File: src/rtl/utils_div_pkg.sv
// Shared constants for the sequential restoring divider.
package utils_div_pkg;

  localparam logic [1:0] DIV_IDLE = 2'd0;
  localparam logic [1:0] DIV_CALC = 2'd1;
  localparam logic [1:0] DIV_DONE = 2'd2;

  // Sliced to the operand width by the user.
  localparam logic [63:0] DIV_ZERO_QUOTIENT = '1;

endpackage

File: src/rtl/utils_div_step.sv
// One combinational radix-2 restoring step: shift in a dividend bit, trial-subtract the divisor.
module utils_div_step #(
  parameter int WIDTH = 16
) (
  input  logic [WIDTH-1:0] i_rem,
  input  logic             i_bit,
  input  logic [WIDTH-1:0] i_div,
  output logic [WIDTH-1:0] o_rem,
  output logic             o_qbit
);

  logic [WIDTH:0] w_shift;
  logic [WIDTH:0] w_diff;
  logic           w_borrow;

  assign w_shift  = {i_rem, i_bit};
  assign w_diff   = w_shift - {1'b0, i_div};
  // Subtrahend MSB is zero, so a borrow occurs only when the minuend MSB is clear and the result MSB is set.
  assign w_borrow = w_diff[WIDTH] & ~w_shift[WIDTH];
  assign o_qbit   = ~w_borrow;
  assign o_rem    = w_borrow ? w_shift[WIDTH-1:0] : w_diff[WIDTH-1:0];

endmodule

File: src/rtl/utils_div_seq.sv
// Sequential radix-2 restoring divider, signed or unsigned per transaction, valid/ready on both sides.
module utils_div_seq
  import utils_div_pkg::*;
#(
  parameter int WIDTH = 16
) (
  input  logic             clk,
  input  logic             rst,
  input  logic             in_valid,
  output logic             in_ready,
  input  logic             in_signed,
  input  logic [WIDTH-1:0] in_dividend,
  input  logic [WIDTH-1:0] in_divisor,
  output logic             out_valid,
  input  logic             out_ready,
  output logic [WIDTH-1:0] out_quotient,
  output logic [WIDTH-1:0] out_remainder,
  output logic             out_div_zero,
  output logic             busy
);

  localparam int CW = $clog2(WIDTH);

  logic [1:0]       r_state;
  logic [CW-1:0]    r_cnt;
  logic [WIDTH-1:0] r_dvd;
  logic [WIDTH-1:0] r_dsr;
  logic [WIDTH-1:0] r_rem;
  logic [WIDTH-1:0] r_quo;
  logic             r_neg_q;
  logic             r_neg_r;
  logic [WIDTH-1:0] r_q_out;
  logic [WIDTH-1:0] r_r_out;
  logic             r_dz;

  logic             w_dvd_neg;
  logic             w_dsr_neg;
  logic [WIDTH-1:0] w_dvd_mag;
  logic [WIDTH-1:0] w_dsr_mag;
  logic             w_div_zero;
  logic             w_ovf;
  logic [WIDTH-1:0] w_rem_next;
  logic             w_qbit;
  logic [WIDTH-1:0] w_quo_next;
  logic [WIDTH-1:0] w_q_fix;
  logic [WIDTH-1:0] w_r_fix;

  // Magnitudes fit in WIDTH unsigned bits, including that of the most negative value.
  assign w_dvd_neg  = in_signed & in_dividend[WIDTH-1];
  assign w_dsr_neg  = in_signed & in_divisor[WIDTH-1];
  assign w_dvd_mag  = w_dvd_neg ? -in_dividend : in_dividend;
  assign w_dsr_mag  = w_dsr_neg ? -in_divisor : in_divisor;
  assign w_div_zero = (in_divisor == '0);
  assign w_ovf      = in_signed && (in_dividend == {1'b1, {(WIDTH-1){1'b0}}}) && (in_divisor == '1);

  utils_div_step #(.WIDTH(WIDTH)) u_step (
    .i_rem  (r_rem),
    .i_bit  (r_dvd[WIDTH-1]),
    .i_div  (r_dsr),
    .o_rem  (w_rem_next),
    .o_qbit (w_qbit)
  );

  assign w_quo_next = {r_quo[WIDTH-2:0], w_qbit};
  assign w_q_fix    = r_neg_q ? -w_quo_next : w_quo_next;
  assign w_r_fix    = r_neg_r ? -w_rem_next : w_rem_next;

  always_ff @(posedge clk or posedge rst) begin
    if (rst) begin
      r_state <= DIV_IDLE;
      r_cnt   <= '0;
      r_dvd   <= '0;
      r_dsr   <= '0;
      r_rem   <= '0;
      r_quo   <= '0;
      r_neg_q <= 1'b0;
      r_neg_r <= 1'b0;
      r_q_out <= '0;
      r_r_out <= '0;
      r_dz    <= 1'b0;
    end else begin
      case (r_state)
        DIV_IDLE: begin
          if (in_valid) begin
            if (w_div_zero) begin
              r_q_out <= DIV_ZERO_QUOTIENT[WIDTH-1:0];
              r_r_out <= in_dividend;
              r_dz    <= 1'b1;
              r_state <= DIV_DONE;
            end else if (w_ovf) begin
              r_q_out <= in_dividend;
              r_r_out <= '0;
              r_dz    <= 1'b0;
              r_state <= DIV_DONE;
            end else begin
              r_dvd   <= w_dvd_mag;
              r_dsr   <= w_dsr_mag;
              r_rem   <= '0;
              r_quo   <= '0;
              r_neg_q <= w_dvd_neg ^ w_dsr_neg;
              r_neg_r <= w_dvd_neg;
              r_cnt   <= CW'(WIDTH - 1);
              r_state <= DIV_CALC;
            end
          end
        end
        DIV_CALC: begin
          r_dvd <= r_dvd << 1;
          r_rem <= w_rem_next;
          r_quo <= w_quo_next;
          if (r_cnt == '0) begin
            r_q_out <= w_q_fix;
            r_r_out <= w_r_fix;
            r_dz    <= 1'b0;
            r_state <= DIV_DONE;
          end else begin
            r_cnt <= r_cnt - CW'(1);
          end
        end
        DIV_DONE: begin
          if (out_ready) r_state <= DIV_IDLE;
        end
        default: r_state <= DIV_IDLE;
      endcase
    end
  end

  assign in_ready      = (r_state == DIV_IDLE);
  assign out_valid     = (r_state == DIV_DONE);
  assign busy          = (r_state != DIV_IDLE);
  assign out_quotient  = r_q_out;
  assign out_remainder = r_r_out;
  assign out_div_zero  = r_dz;

endmodule
File: config.mk
export PLATFORM = sky130hd
export DESIGN_NAME = utils_div_seq
export DESIGN_NICKNAME = d
export VERILOG_FILES = /design/src/rtl/utils_div_pkg.sv /design/src/rtl/utils_div_step.sv /design/src/rtl/utils_div_seq.sv
export SDC_FILE = /design/constraint.sdc
export NUM_CORES = 1
export LEC_CHECK = 0
export BUFFER_PORTS_ARGS = -buffer_cell sky130_fd_sc_hd__buf_2
export CAP_MARGIN = 20
export CORE_AREA = 8 8 119 121
export DETAILED_ROUTE_END_ITERATION = 12
export DIE_AREA = 0 0 127 129
export GPL_ROUTABILITY_DRIVEN = 0
export PLACE_DENSITY = 0.77
export SETUP_SLACK_MARGIN = 0.15
export SLEW_MARGIN = 5
export SYNTH_ARGS = -nofsm -noshare
export SYNTH_HDL_FRONTEND = slang
export SYNTH_HIERARCHICAL = 1
export SYNTH_SLANG_ARGS = --single-unit
File: constraint.sdc
create_clock -name clk -period 5 [get_ports clk]
set_input_delay 0.25 -clock clk [delete_from_list [all_inputs] [get_ports clk]]
set_output_delay 0.25 -clock clk [all_outputs]
set_load 0.1 [all_outputs]
After elaboration in Yosys (flattened, before gate mapping):

Index checks and enable logic that the tools add are counted.

* add/subtract/negate cells: 6
* equal/unequal tests: 11
* multiplexer cells: 40
* bitwise logic cells: 8
* reductions and logical operators: 12

Operators with widths (number)
* 2-to-1 mux 16 bit: 19
* case mux 16 bit (2 select lines): 4
* negation 16 bit: 4
* equality test 16 bit (second input constant): 2
* case mux 15 bit (2 select lines): 1
* subtractor 17 x 16 -> 17 bit: 1
* logical NOT 16 bit: 1
* 2-to-1 mux 4 bit: 4
* AND reduction 4 bit: 3
* 2-to-1 mux 2 bit: 5
* inequality test 2 bit (second input constant): 5
* case mux 4 bit (2 select lines): 1
* case mux 2 bit (3 select lines): 1
* AND reduction 5 bit: 1
* logical NOT 4 bit: 1
* 2-to-1 mux 1 bit: 4
* inverter 1 bit: 4
* nonzero test 2 bit: 2
* subtractor 4 x 1 -> 4 bit (second input constant): 1
* bitwise AND 1 bit: 3
* inequality test 3 x 1 -> 1 bit (second input constant): 1
* AND reduction 3 bit: 1
* equality test 2 x 1 -> 1 bit (second input constant): 1
* equality test 2 bit (second input constant): 1
* 5 further kinds: 6

* register bits: 104
* input bits: 37
* output and inout bits: 36
* logic and storage cells: 88

Longest topological paths before layout:

* word-level depth: 7
* depth in mapped cells: 18
* gate-level depth less buffers: 16

Cells and area by module:

The synthesis kept the hierarchy.

By module, submodules not included
* utils_div_seq: times used 1, cells each 572, area an instance 6078.3 µm², seq. area each 2602.5 µm²
* utils_div_step: times used 1, cells each 149, area an instance 1077.3 µm², seq. area each 0.0 µm²

Worst setup path after synthesis:

OpenSTA, ideal clock, no wires.

* path kind: register -> register
* start: register r_state[0]
* end: register r_dz, in the netlist out_div_zero
* setup time: 0.128 ns
* arrival: 4.052 ns
* data required time: 4.872 ns
* setup slack: 0.820 ns
* cell stages (with the launch flop): 7
* path buffers: 1
* period minus slack after synthesis: 4.180 ns
* cells stage by stage: dfrtp_1 > nor2_1 > inv_1 > o21ai_1 > nand2_1 > buf_4 > mux2_1

* word-level cells in the longest chain between the ends: 3
* elaborated cells on any way between the ends: 8
* classes of those cells: 4 x eq/ne; 1 x mux; 3 x reduce/logical

RTL lines
* start: declaration: RTL line utils_div_seq.sv:24 `logic [1:0] r_state;`
* start signal: assignment: RTL line utils_div_seq.sv:70 `r_state <= DIV_IDLE;`
* start signal: assignment: RTL line utils_div_seq.sv:89 `r_state <= DIV_DONE;`
* start signal: assignment: RTL line utils_div_seq.sv:94 `r_state <= DIV_DONE;`
* logical NOT 2 bit *
* net in_ready: RTL line utils_div_seq.sv:10 `output logic in_ready,`
* inequality test 3 x 1 -> 1 bit (no source line) (tied with other cells)
* AND reduction 4 bit (no source line)
* end signal: assignment: RTL line utils_div_seq.sv:80 `r_dz <= 1'b0;`
* end signal: assignment: RTL line utils_div_seq.sv:88 `r_dz <= 1'b1;`
* end signal: assignment: RTL line utils_div_seq.sv:93 `r_dz <= 1'b0;`
* end: declaration: RTL line utils_div_seq.sv:34 `logic r_dz;`

The timed path passes the listed nets; every way through them passes the cells marked *.
A chain may end at the register's enable or synchronous reset.

Worst setup path after layout:

* start: register r_rem[6]
* end: register r_r_out[14], in the netlist out_remainder[14]

* word-level cells in the longest chain between the ends: 7

RTL lines
* start: declaration: RTL line utils_div_seq.sv:28 `logic [WIDTH-1:0] r_rem;`
* start signal: assignment: RTL line utils_div_seq.sv:109 `r_rem <= w_rem_next;`
* subtractor 17 x 16 -> 17 bit: RTL line utils_div_step.sv:17 `assign w_diff = w_shift - {1'b0, i_div};`
* bitwise AND 1 bit: RTL line utils_div_step.sv:19 `assign w_borrow = w_diff[WIDTH] & ~w_shift[WIDTH];`
* 2-to-1 mux 16 bit *: RTL line utils_div_step.sv:21 `assign o_rem = w_borrow ? w_shift[WIDTH-1:0] : w_diff[WIDTH-1:0];`
* net w_rem_next[7]: RTL line utils_div_seq.sv:42 `logic [WIDTH-1:0] w_rem_next;`
* negation 16 bit *: RTL line utils_div_seq.sv:66 `assign w_r_fix = r_neg_r ? -w_rem_next : w_rem_next;`
* 2-to-1 mux 16 bit *: RTL line utils_div_seq.sv:66
* 2-to-1 mux 16 bit *: RTL line utils_div_seq.sv:111 `if (r_cnt == '0) begin`
* case mux 16 bit (2 select lines) *: RTL line utils_div_seq.sv:82 `case (r_state)`
* end signal: assignment: RTL line utils_div_seq.sv:87 `r_r_out <= in_dividend;`
* end signal: assignment: RTL line utils_div_seq.sv:113 `r_r_out <= w_r_fix;`
* end: declaration: RTL line utils_div_seq.sv:33 `logic [WIDTH-1:0] r_r_out;`

The timed path passes the listed nets; every way through them passes the cells marked *. The select of a mux whose other input is x is not followed.

==> metrics.txt <==
Tmin final 4.20 ns; Synth Area per Inst 9.92 sq um; Initial DRC Count 514; Post-synth EDFFs 0; Post-CTS Setup Inserts 0; share of layout cells above drive strength 1 0.213; Worst-path clk slew 0.07 ns; top-level port count 73; CP Max Fanout 17; DP Wirelength 13600 um; status finished, final reports clean; setup ws final 0.802 ns; CP startpoint kind flip-flop; drt pass-1 iters 5; Max Clock Freq 238 MHz; chip width 127 um; WL final 18500 um; final hold violations 0; DR vias 5958; mapped cell area 7160 sq um; Inst Count DP 907; die height 129 um; setup TNS 0 ns; routed len/inst 20.0 um; nets 830; most frequent cells in the layout dfrtp_1, buf_2, inv_1, nand2_1, xnor2_1; Critical Path Sink Type flip-flop; H-tree depth 3; most common cell after layout, fill and taps aside dfrtp_1; largest net degree at the start of global routing 61; antenna cells 0; first-pass GRT wire length 30400 um; post-CTS sizing 0; Clock Latency Late Sink 0.35 ns; vias in the first global route 6049; Req. time, crit path 5.24 ns; RSZ-0062 raised after global routing false; Non-Filler Instances 923; clk root buf clkbuf_16; final critical-path share of the clock period 0.840; Slew HR 0.316; initial antenna violation count 0; Post-DRT Antenna Nets 0; Hold WS 0.0669 ns; initial core utilization 0.581; pre-CTS setup slack 0.898 ns; Vias/cell 6.46; synth warn 6; WS Path Type flip-flop to flip-flop; Arr. time, crit path 4.43 ns; CTS Hold Bufs 1; min-delay worst type input port to flip-flop; TritonCTS Buffers 9; # clock sinks 104; ys flop type dfrtp_1; # DRC 0; Setup Skew 0.00632 ns; Tightest Pin Transition 1.03 ns; Port-buffer cells 72; Final Max Tran Viols 0; Total Routing Usage GR 0.228; Cell variety after synth 77; Core ar. 12300 sq um; # Max-Cap Violations 0; Area growth syn-to-layout 9.70%; syn_nets 781; GRT overflow 0; die area 16400 sq um; CTS tree done; sequential cell area fraction in the yosys report 0.364; Cells after Synth 721; Clock Tree Buf Depth 2; Yosys reg bits 104; final setup violating endpoints 0; Core Rows 41; Post-synth ARST share 1.00
worst paths after layout:
| path | startpoint | cells after the start | to | slack [ns] |
|---|---|---|---|---|
| worst min register to register | out_remainder[4] | 1 | out_remainder[4] | 0.49 |
| worst max register to register | r_rem[6] | 12 | out_remainder[14] | 0.80 |
| worst max-delay path | r_rem[6] | 12 | out_remainder[14] | 0.80 |
| min in group asynchronous | rst | 3 | out_remainder[5] | 0.50 |
| max in group asynchronous | rst | 4 | out_remainder[6] | 3.30 |
| worst min-delay path | out_ready | 2 | r_state[1] | 0.07 |
flip-flops by register name, indices dropped and copies added, names as in the netlist, 2 cells and up:
register       flops
out_quotient      16
out_remainder     16
r_cnt              4
r_dsr             16
r_dvd             16
r_quo             15
r_rem             16
r_state            2
final cells by class:
type,instances,area [sq um]
Clock inverter,3,42.5
Inverter,50,190
Clock buffer,11,253
Multi-Input combinational cell,525,4120
Tap cell,150,188
Sequential cell,104,2600
Timing Repair Buffer,80,450
Fill cell,961,4460
cell usage after synthesis (all sizes together) (3+ instances only):
library cell	n	area share
nand2	47	0.025
nand3	10	0.0070
ha	22	0.038
buf	22	0.024
nand2b	9	0.0079
inv	50	0.026
o21ai	41	0.030
nand4	8	0.0091
mux2i	18	0.025
nor4b	3	0.0045
nor3	18	0.014
xor2	17	0.021
a22oi	3	0.0031
or2	3	0.0026
a21oi	26	0.020
nor4	6	0.011
a211oi	4	0.0049
or4	11	0.012
o211ai	4	0.0049
o22ai	13	0.011
and2	6	0.0052
o41ai	9	0.017
dfrtp	104	0.36
and4	4	0.0049
o21a	3	0.0031
xnor2	46	0.056
clkbuf	20	0.012
nor2	32	0.017
mux2	61	0.097
a221o	4	0.0056
a2bb2oi	3	0.0037
a31oi	7	0.0061
a22o	41	0.050
or3	6	0.0059
o31ai	19	0.020
critical path, stage by stage, from the launching register on:
cell and delay, ns:
dfrtp_1 0.42, ha_1 0.42, a21oi_1 0.23, nand2_1 0.09
o21ai_2 0.17, o21ai_2 0.13, a21oi_4 0.53, mux2_2 0.45
or4_1 0.70, o41ai_4 0.41, xnor2_1 0.10, a22o_1 0.18
mux2_4 0.25
cell families after synthesis:
logic type / synth area share
flops: 0.364
compound gates: 0.200
buf+inv: 0.0626
fa+ha+maj: 0.0413
simple gates: 0.134
mux: 0.122
xor+xnor: 0.0771
routing by layer:
| metal | vias to the layer above | share of wire | global-route usage |
|---|---|---|---|
| met5 | - | 0 | 0 |
| met2 | 208 | 0.49 | 0.377 |
| li1 | 2756 | - | - |
| met1 | 2962 | 0.43 | 0.292 |
| met3 | 32 | 0.056 | 0.0385 |
| met4 | 0 | 0.024 | 0.0910 |
per-stage QoR:
step	instance area, sq um	utilization
final	7850	0.638
after global routing	7850	0.638
after CTS	7820	0.635
after detailed placement	7520	0.611
after global placement	7500	0.609
after floorplan	7160	-
Power is left out: the tool's default activity adds up to more than one toggle a clock period on the data nets, which glitch-free logic cannot reach.
